## src/rtl/fb_pkg.sv

```systemverilog
// Shared definitions for the framebuffer read arbiter: default widths,
// framebuffer geometry, slot owner tags, B-side FSM encodings and the
// in-flight tag record carried alongside each memory read.
package fb_pkg;

    localparam int ADDR_W_DEF = 16;
    localparam int DATA_W_DEF = 3;

    // Stored framebuffer geometry; the scanout upscales it to 640x480,
    // so PX_WIDTH*PX_HEIGHT fits in ADDR_W_DEF address bits.
    localparam int PX_WIDTH  = 160;
    localparam int PX_HEIGHT = 120;

    localparam logic TAG_A = 1'b0;
    localparam logic TAG_B = 1'b1;

    typedef enum logic [1:0] {
        B_IDLE   = 2'd0,
        B_WAIT   = 2'd1,
        B_ISSUED = 2'd2
    } b_state_t;

    // valid : a read was issued in this slot
    // owner : who receives the data (TAG_A / TAG_B)
    // miss  : A asked for this slot but B took it; A repeats its last pixel
    typedef struct packed {
        logic valid;
        logic owner;
        logic miss;
    } slot_tag_t;

    localparam int TAG_W = $bits(slot_tag_t);

endpackage

```

## src/rtl/arb_lat_pipe.sv

```systemverilog
// Delay line for slot tags. It runs alongside the renderer read port so
// each tag reaches the tail in the same cycle its read data arrives.
module arb_lat_pipe
    import fb_pkg::*;
#(
    parameter int DEPTH = 1
) (
    input  logic             clk,
    input  logic             clr,
    input  logic [TAG_W-1:0] d,
    output logic [TAG_W-1:0] q
);

    logic [TAG_W-1:0] stage [DEPTH];

    // Shift tags one stage per cycle; clearing drops every in-flight read.
    always_ff @(posedge clk or negedge clr) begin
        if (!clr) begin
            for (int i = 0; i < DEPTH; i++) begin
                stage[i] <= '0;
            end
        end else begin
            stage[0] <= d;
            for (int i = 1; i < DEPTH; i++) begin
                stage[i] <= stage[i-1];
            end
        end
    end

    assign q = stage[DEPTH-1];

endmodule

```

## src/rtl/fb_read_arbiter.sv

```systemverilog
// Framebuffer read-port arbiter. Port A (scanout) has strict priority and
// a fixed MEM_LAT+1 latency. Port B is a req/ack reader served in A-idle
// slots, with one read in flight at most.
// Optional feature: define FBARB_FAIR_EN to let a starved B take a single
// slot from A; A then gets a_miss and repeats its last pixel.
//
//  state    | meaning
//  ---------+----------------------------------------------------
//  B_IDLE   | no B transaction open
//  B_WAIT   | b_req seen, waiting for a free slot (wait counter runs)
//  B_ISSUED | B read issued, waiting for its tag at the pipe tail
module fb_read_arbiter
    import fb_pkg::*;
#(
    parameter int ADDR_W     = ADDR_W_DEF,
    parameter int DATA_W     = DATA_W_DEF,
    parameter int MEM_LAT    = 1,
    parameter int STARVE_MAX = 8
) (
    input  logic              clk,
    input  logic              clr,
    input  logic              a_en,
    input  logic [ADDR_W-1:0] a_addr,
    output logic              a_rvalid,
    output logic [DATA_W-1:0] a_data,
    output logic              a_miss,
    input  logic              b_req,
    input  logic [ADDR_W-1:0] b_addr,
    output logic              b_ack,
    output logic [DATA_W-1:0] b_data,
    output logic              b_starve,
    output logic [ADDR_W-1:0] mem_addr,
    input  logic [DATA_W-1:0] mem_rdata
);

    localparam int CNT_W = $clog2(STARVE_MAX + 1);
    localparam logic [CNT_W-1:0] CNT_MAX = CNT_W'(STARVE_MAX);

    b_state_t          b_state;
    logic [CNT_W-1:0]  wait_cnt;
    slot_tag_t         iss_tag;
    slot_tag_t         ret_tag;
    logic [TAG_W-1:0]  ret_tag_bits;
    logic [DATA_W-1:0] a_hold;
    logic [DATA_W-1:0] b_hold;

    logic b_ready;
    logic force_b;
    logic grant_a;
    logic grant_b;
    logic a_fresh;

    // B competes only while waiting with the request still held; a dropped
    // request in B_WAIT is an abandon, not a grant.
    assign b_ready  = (b_state == B_WAIT) && b_req;
    assign b_starve = (wait_cnt == CNT_MAX);

`ifdef FBARB_FAIR_EN
    assign force_b = b_ready && b_starve && a_en;
    assign a_miss  = ret_tag.valid && ret_tag.miss;
`else
    assign force_b = 1'b0;
    assign a_miss  = 1'b0;
`endif

    assign grant_b = b_ready && (!a_en || force_b);
    assign grant_a = a_en && !grant_b;

    // Register the winning address and its tag; idle slots keep mem_addr.
    always_ff @(posedge clk or negedge clr) begin
        if (!clr) begin
            mem_addr <= '0;
            iss_tag  <= '0;
        end else begin
            if (grant_b) begin
                mem_addr <= b_addr;
            end else if (grant_a) begin
                mem_addr <= a_addr;
            end
            iss_tag.valid <= grant_a || grant_b;
            iss_tag.owner <= grant_b ? TAG_B : TAG_A;
            iss_tag.miss  <= grant_b && a_en;
        end
    end

    arb_lat_pipe #(
        .DEPTH (MEM_LAT)
    ) u_lat_pipe (
        .clk (clk),
        .clr (clr),
        .d   (iss_tag),
        .q   (ret_tag_bits)
    );

    assign ret_tag = slot_tag_t'(ret_tag_bits);

    // Route returning data by the tail tag. A stolen A slot still reports
    // valid so scanout timing never slips, but carries the previous pixel.
    assign a_fresh  = ret_tag.valid && (ret_tag.owner == TAG_A);
    assign a_rvalid = a_fresh || (ret_tag.valid && ret_tag.miss);
    assign a_data   = a_fresh ? mem_rdata : a_hold;
    assign b_ack    = ret_tag.valid && (ret_tag.owner == TAG_B);
    assign b_data   = b_ack ? mem_rdata : b_hold;

    // Remember the last delivered pixel per port for hold / repeat.
    always_ff @(posedge clk or negedge clr) begin
        if (!clr) begin
            a_hold <= '0;
            b_hold <= '0;
        end else begin
            if (a_fresh) begin
                a_hold <= mem_rdata;
            end
            if (b_ack) begin
                b_hold <= mem_rdata;
            end
        end
    end

    // B transaction FSM and saturating wait counter.
    always_ff @(posedge clk or negedge clr) begin
        if (!clr) begin
            b_state  <= B_IDLE;
            wait_cnt <= '0;
        end else begin
            case (b_state)
                B_IDLE: begin
                    wait_cnt <= '0;
                    if (b_req) begin
                        b_state <= B_WAIT;
                    end
                end
                B_WAIT: begin
                    if (grant_b) begin
                        b_state  <= B_ISSUED;
                        wait_cnt <= '0;
                    end else if (!b_req) begin
                        b_state  <= B_IDLE;
                        wait_cnt <= '0;
                    end else if (wait_cnt != CNT_MAX) begin
                        wait_cnt <= wait_cnt + 1'b1;
                    end
                end
                B_ISSUED: begin
                    wait_cnt <= '0;
                    if (b_ack) begin
                        b_state <= B_IDLE;
                    end
                end
                default: begin
                    b_state  <= B_IDLE;
                    wait_cnt <= '0;
                end
            endcase
        end
    end

endmodule

```

## config.mk

```make
export PLATFORM = sky130hd
export DESIGN_NAME = fb_read_arbiter
export DESIGN_NICKNAME = d
export VERILOG_FILES = /design/src/rtl/fb_pkg.sv /design/src/rtl/arb_lat_pipe.sv /design/src/rtl/fb_read_arbiter.sv
export SDC_FILE = /design/constraint.sdc
export NUM_CORES = 1
export LEC_CHECK = 0
export ABC_AREA = 1
export CAP_MARGIN = 30
export CORE_ASPECT_RATIO = 1.4
export CORE_MARGIN = 2
export CORE_UTILIZATION = 55
export DETAILED_ROUTE_END_ITERATION = 16
export DONT_BUFFER_PORTS = 1
export HOLD_SLACK_MARGIN = 0.05
export PLACE_DENSITY = 0.73
export SLEW_MARGIN = 0
export SYNTH_ARGS = -nofsm -noshare
export SYNTH_HDL_FRONTEND = slang
export SYNTH_SLANG_ARGS = --single-unit
```

## constraint.sdc

```tcl
create_clock -name clk -period 1 [get_ports clk]
set_input_delay 0.2 -clock clk [delete_from_list [all_inputs] [get_ports clk]]
set_output_delay 0.2 -clock clk [all_outputs]
set_load 0.005 [all_outputs]
```

## Word level (Yosys, flattened, before mapping)

Cells that the tools add are included.

| cells by class | value |
|---|---|
| add/sub/neg operators | 1 |
| bitwise logic cells | 1 |
| reductions and logical operators | 14 |
| multiplexer cells | 14 |
| equal/unequal tests | 8 |

Operator list:

| cell | count |
|---|---|
| $mux 16 | 2 |
| $mux 4 | 4 |
| $mux 2 | 4 |
| $logic_and 1x1->1 | 7 |
| $mux 3 | 2 |
| $pmux 2 s3 | 1 |
| $add 4x1->4 const B | 1 |
| $eq 4x4->1 const B | 1 |
| $ne 2x2->1 const B | 2 |
| $ne 4x3->1 const B | 1 |
| $ne 4x4->1 const B | 1 |
| $ne 3x3->1 const B | 1 |
| $reduce_and 3->1 | 1 |
| $eq 2x1->1 const B | 1 |
| $eq 2x2->1 const B | 1 |
| $logic_not 1->1 | 2 |
| $logic_not 2->1 | 1 |
| $logic_or 1x1->1 | 2 |
| $reduce_bool 2->1 | 1 |
| $mux 1 | 1 |
| $not 1->1 | 1 |

| word-level totals | value |
|---|---|
| output and inout bits | 26 |
| register bits | 34 |
| logic and storage cells | 47 |

## Logic depth before layout (Yosys ltp)

| logic depth | value |
|---|---|
| depth in word-level cells | 7 |
| gate-level depth with buffers | 5 |
| depth with buffers taken out | 5 |

## By module

A second synthesis with hierarchy kept.

| second synthesis, totals | value |
|---|---|
| cell total of the unflattened synthesis | 163 |
| area total of the unflattened synthesis | 1520.2 sq um |

By module, submodules not included:

| module | instances | area an instance (sq um) | cells each |
|---|---|---|---|
| fb_read_arbiter | 1 | 1445.1 | 160 |
| arb_lat_pipe | 1 | 75.1 | 3 |

## Least setup slack after synthesis

OpenSTA, ideal clock, no wires.

| timing path | value |
|---|---|
| path kind | reg-to-reg |
| from | register wait_cnt[0] |
| to | register wait_cnt[2] |
| buffers on the path | 0 |
| stages on the path, launching flop included | 4 |
| data required time | 922 ps |
| period minus slack after synthesis | 1083 ps |
| arrival | 1005 ps |
| slack | -83 ps |
| cells stage by stage | dfrtp_1 ha_1 or2_2 a21oi_1 |

| on the way | value |
|---|---|
| cells in the longest elaborated chain, start to end | 5 |
| elaborated cells on any way between the ends | 7 |
| those cells by class | add/sub: 1; eq/ne: 2; mux: 4 |

RTL lines:

| element | line | RTL |
|---|---|---|
| start: declaration | fb_read_arbiter.sv:40 | `logic [CNT_W-1:0] wait_cnt;` |
| start signal: assignment | fb_read_arbiter.sv:141 | `wait_cnt <= wait_cnt + 1'b1;` |
| $add 4x1->4 | fb_read_arbiter.sv:141 |  |
| $mux 4 | fb_read_arbiter.sv:140 | `end else if (wait_cnt != CNT_MAX) begin` |
| $mux 4 | fb_read_arbiter.sv:137 | `end else if (!b_req) begin` |
| $mux 4 | fb_read_arbiter.sv:134 | `if (grant_b) begin` |
| $mux 4 | fb_read_arbiter.sv:126 | `case (b_state)` |

Parallel ways exist; a longest one is shown, timed or not. The select of a mux whose other input is x is not followed.
A chain may end at the register's enable or synchronous reset.

## Final worst setup path

| timing path | value |
|---|---|
| from | register u_lat_pipe.stage, in the netlist u_lat_pipe.q[1] |
| to | output port a_data[0] |

| on the way | value |
|---|---|
| cells in the longest elaborated chain, start to end | 3 |

RTL lines:

| element | line | RTL |
|---|---|---|
| start: declaration | arb_lat_pipe.sv:14 | `logic [TAG_W-1:0] stage [DEPTH];` |
| start signal: indexed assignment | arb_lat_pipe.sv:25 | `stage[i] <= stage[i-1];` |
| $not 1->1 | fb_read_arbiter.sv:99 | `assign a_fresh = ret_tag.valid && (ret_tag.owner == TAG_A);` |
| $logic_and 1x1->1 | fb_read_arbiter.sv:99 |  |
| $mux 3 | -- |  |
| end: declaration | fb_read_arbiter.sv:25 | `output logic [DATA_W-1:0] a_data,` |

Every way passes these cells.

==> reports/metrics.cfg <==
[detailed_routing]
vias = 1739
drc_errors = 0
drt-total-wl_um = 6660
met2_length_um = 3368
wl_met3_um = 697
viasPerCell = 6.767
wire_per_inst_um = 25.91
wl_met1_um = 2060
routed.top_layer = met4
first_pass_iters = 7
drtIter0Drc = 148
ant_nets = 0

[floorplan]
io_pins = 65
die_w_um = 48.42
core-area_um2 = 2615
fp.dieArea_um2 = 3204
initial_core_util = 0.5809
rows = 22
die_h_um = 66.18

[power]
p_total_mw = 3.717
cellPowerDensity_nw_per_um2 = 1479
vdd_drop_max_uv = 1310
p_leak_nw = 1.133

[logic_synthesis]
synth.distinct_cells = 19
synth-compound-area-share = 0.02965
synth_top_family_by_area = simple AND/OR/NAND/NOR gates
ys.warnings.count = 0
synthSimpleGateAreaFrac = 0.3114
muxShareOfSynthArea = 0
syn_avg_cell_area_um2 = 9.262
ys_ff_latch = 34
synthAdderAreaFrac = 0.01647
yosysSeqAreaShare = 0.5601
netlist_area_um2 = 1519
synthCells = 164
synth_xor_area_frac = 0

[status]
status = finished with violations
failed_checks = setup timing

[clocking]
numClockSinks = 34
tritoncts.num_buffers = 5
clk-insertion-delay-late_ps = 360
clkTransAtPathRegs_ps = 100
cts_tree = built
cts-htree-levels = 2
clockBufferDepth = 2
cts-root-buf = clkbuf_4

[layout]
fillers = 57
synthToLayoutAreaGrowth_pct = 65.49
fin_util = 0.9612
final_cell_area_um2 = 2514
final_nets = 261
drive_gt1_frac = 0.4480
n_antenna_cell = 0

[placement]
placed_area_um2 = 1575
hpwl_um = 2200
port_buffers = 0
place_congestion = 0.6756

[global_route]
grt_pass1_vias = 1595
grt_max_degree = 35
track_usage = 0.3267
grt_overflow = 0
antenna_found_initial = 0
grt_pass1_wl_um = 7603

[setup_path]
rr_worst_depth = 5
path_class = register to output pin
r2r_end = mem_addr[0]$_DFFE_PN0P_
cp-end-kind = output pin
worstPathRequired_ps = 800
worstPathMaxFanout = 7
r2r-start = b_state[1]$_DFFE_PN0P_
cp-start-kind = register
reg2reg_slack_ps = -300
arrival_ps = 1170

[flow_run]
drv_cap = 0

[sta]
fin_tns_setup_ps = -6725
final-hold-violation-count = 0
worstMarginPinSlew_ps = 752.4
skew_ps = 25.05
fin_ws_ps = -369.8
fin_crit_ps = 1370
setup_viol = 34
relSlewSlack = 0.4976
final.period_utilization = 1.370
drv_slew = 0
whs_ps = 86.27
fmax_mhz = 730.0
rsz0062_at_grt = yes

[min_path]
worstHoldEndpoint = b_hold[0]$_DFF_PN0_
min_from = mem_rdata[0]
hp-class = primary input to register
hold_path_depth = 2

-- power by group --
| group | switching (mW) | internal (mW) |
|---|---|---|
| Clock | 0.487 | 0.340 |
| Combinational | 0.662 | 0.463 |
| Sequential | 0.188 | 1.58 |
-- worst max path at each step --
stage | endpoint | cells past startpoint | from | slack (ps)
after floorplan | b_starve | 4 | wait_cnt[0]$_DFFE_PN0P_ | 4
after global placement | mem_addr[11]$_DFFE_PN0P_ | 4 | b_state[1]$_DFFE_PN0P_ | -30
after detailed placement | mem_addr[10]$_DFFE_PN0P_ | 4 | b_state[1]$_DFFE_PN0P_ | -80
after CTS | a_data[1] | 3 | u_lat_pipe.q[1]$_DFF_PN0_ | -320
after global routing | a_data[0] | 3 | u_lat_pipe.q[1]$_DFF_PN0_ | -430
final | a_data[0] | 3 | u_lat_pipe.q[1]$_DFF_PN0_ | -370
-- worst max-delay path, cell delays in order, from the launching register on --
cell     delay, ps
dfrtp_1        440
inv_2           90
nand2_4        100
o21ai_2        200
-- registers in the layout (all words and copies together) (netlist names) --
register	flops
iss_tag	3
a_hold	3
b_hold	3
u_lat_pipe.q	3
b_state	2
mem_addr	16
wait_cnt	4
-- area by class of cell --
cell class | instances | area, um2 | share of cell area
multi-input cells | 113 | 950.9 | 0.3783
clock inverters | 1 | 5.005 | 0.001991
clock buffers | 7 | 55.05 | 0.02190
well taps | 36 | 45.04 | 0.01792
repair buffers | 51 | 539.3 | 0.2145
inverters | 15 | 63.81 | 0.02539
flip-flops and latches | 34 | 854.6 | 0.3400
-- cells by family (layout without fill, tap and decap cells) --
family                   after synthesis  after routing
buffers and inverters                 22             74
other                                  1              2
adder cells (fa/ha/maj)                2              2
AO/OA/AOI/OAI                          9              9
AND/OR/NAND/NOR                       96            100
flip-flops                            34             34
-- routing by layer --
| metal | up-vias | global-route usage |
|---|---|---|
| met4 | 0 | 0.2357 |
| met5 | - | 0 |
| met3 | 65 | 0.08145 |
| met1 | 823 | 0.3232 |
| li1 | 666 | - |
| met2 | 185 | 0.5938 |
-- synth_stat cells --
library cell  number  share of area
inv_2              2         0.0049
nor2_4             1         0.0074
nor3_1             1         0.0033
nand4_1            3          0.012
nand3_1           52           0.17
buf_4              2         0.0099
buf_6              4          0.030
ha_1               2          0.016
nor2_8             1          0.013
inv_1             13          0.032
or2_2              1         0.0041
nand2_1           34          0.084
buf_2              1         0.0033
conb_1             1         0.0025
o21ai_0            6          0.020
a21oi_1            3         0.0099
nor2_1             1         0.0025
nand3_2            2          0.013
dfrtp_1           34           0.56
-- through the flow --
step	cells	worst slack [ps]
CTS	253	-316.5
global placement	198	-27.68
global route	257	-431.0
floorplan	165	3.765
detailed placement	198	-82.32
finish	257	-369.8
-- cell usage in the layout (no fill, tap or decap) --
cell / instances
dlymetal6s2s_1: 1
inv_2: 7
clkinv_2: 1
nor3_1: 1
nand3_2: 30
nand3_4: 10
nor2_4: 2
nand3_1: 16
conb_1: 2
dfrtp_1: 31
nand2_2: 8
o21ai_4: 2
buf_4: 7
nand4_1: 3
clkbuf_16: 1
nor2_1: 1
clkbuf_4: 5
clkbuf_8: 1
nand2_4: 2
a21oi_1: 1
nor2_2: 1
inv_1: 6
nor2_8: 1
nand2_1: 24
a21oi_2: 2
clkinv_4: 1
dlymetal6s4s_1: 1
buf_12: 2
o21ai_2: 4
inv_4: 1
dfrtp_2: 3
ha_4: 2
buf_6: 5
dlygate4sd3_1: 34
or2_4: 1
clkbuf_1: 1
-- repair_timing --
action	CTS	global route
setup endpoints to repair	30	33
pin swaps	11	22
hold endpoints to repair	55	5
gates cloned	3	2
gates resized for setup	33	61
setup buffers	8	3
hold buffers	36	1
(Power assumes the default switching activity.)
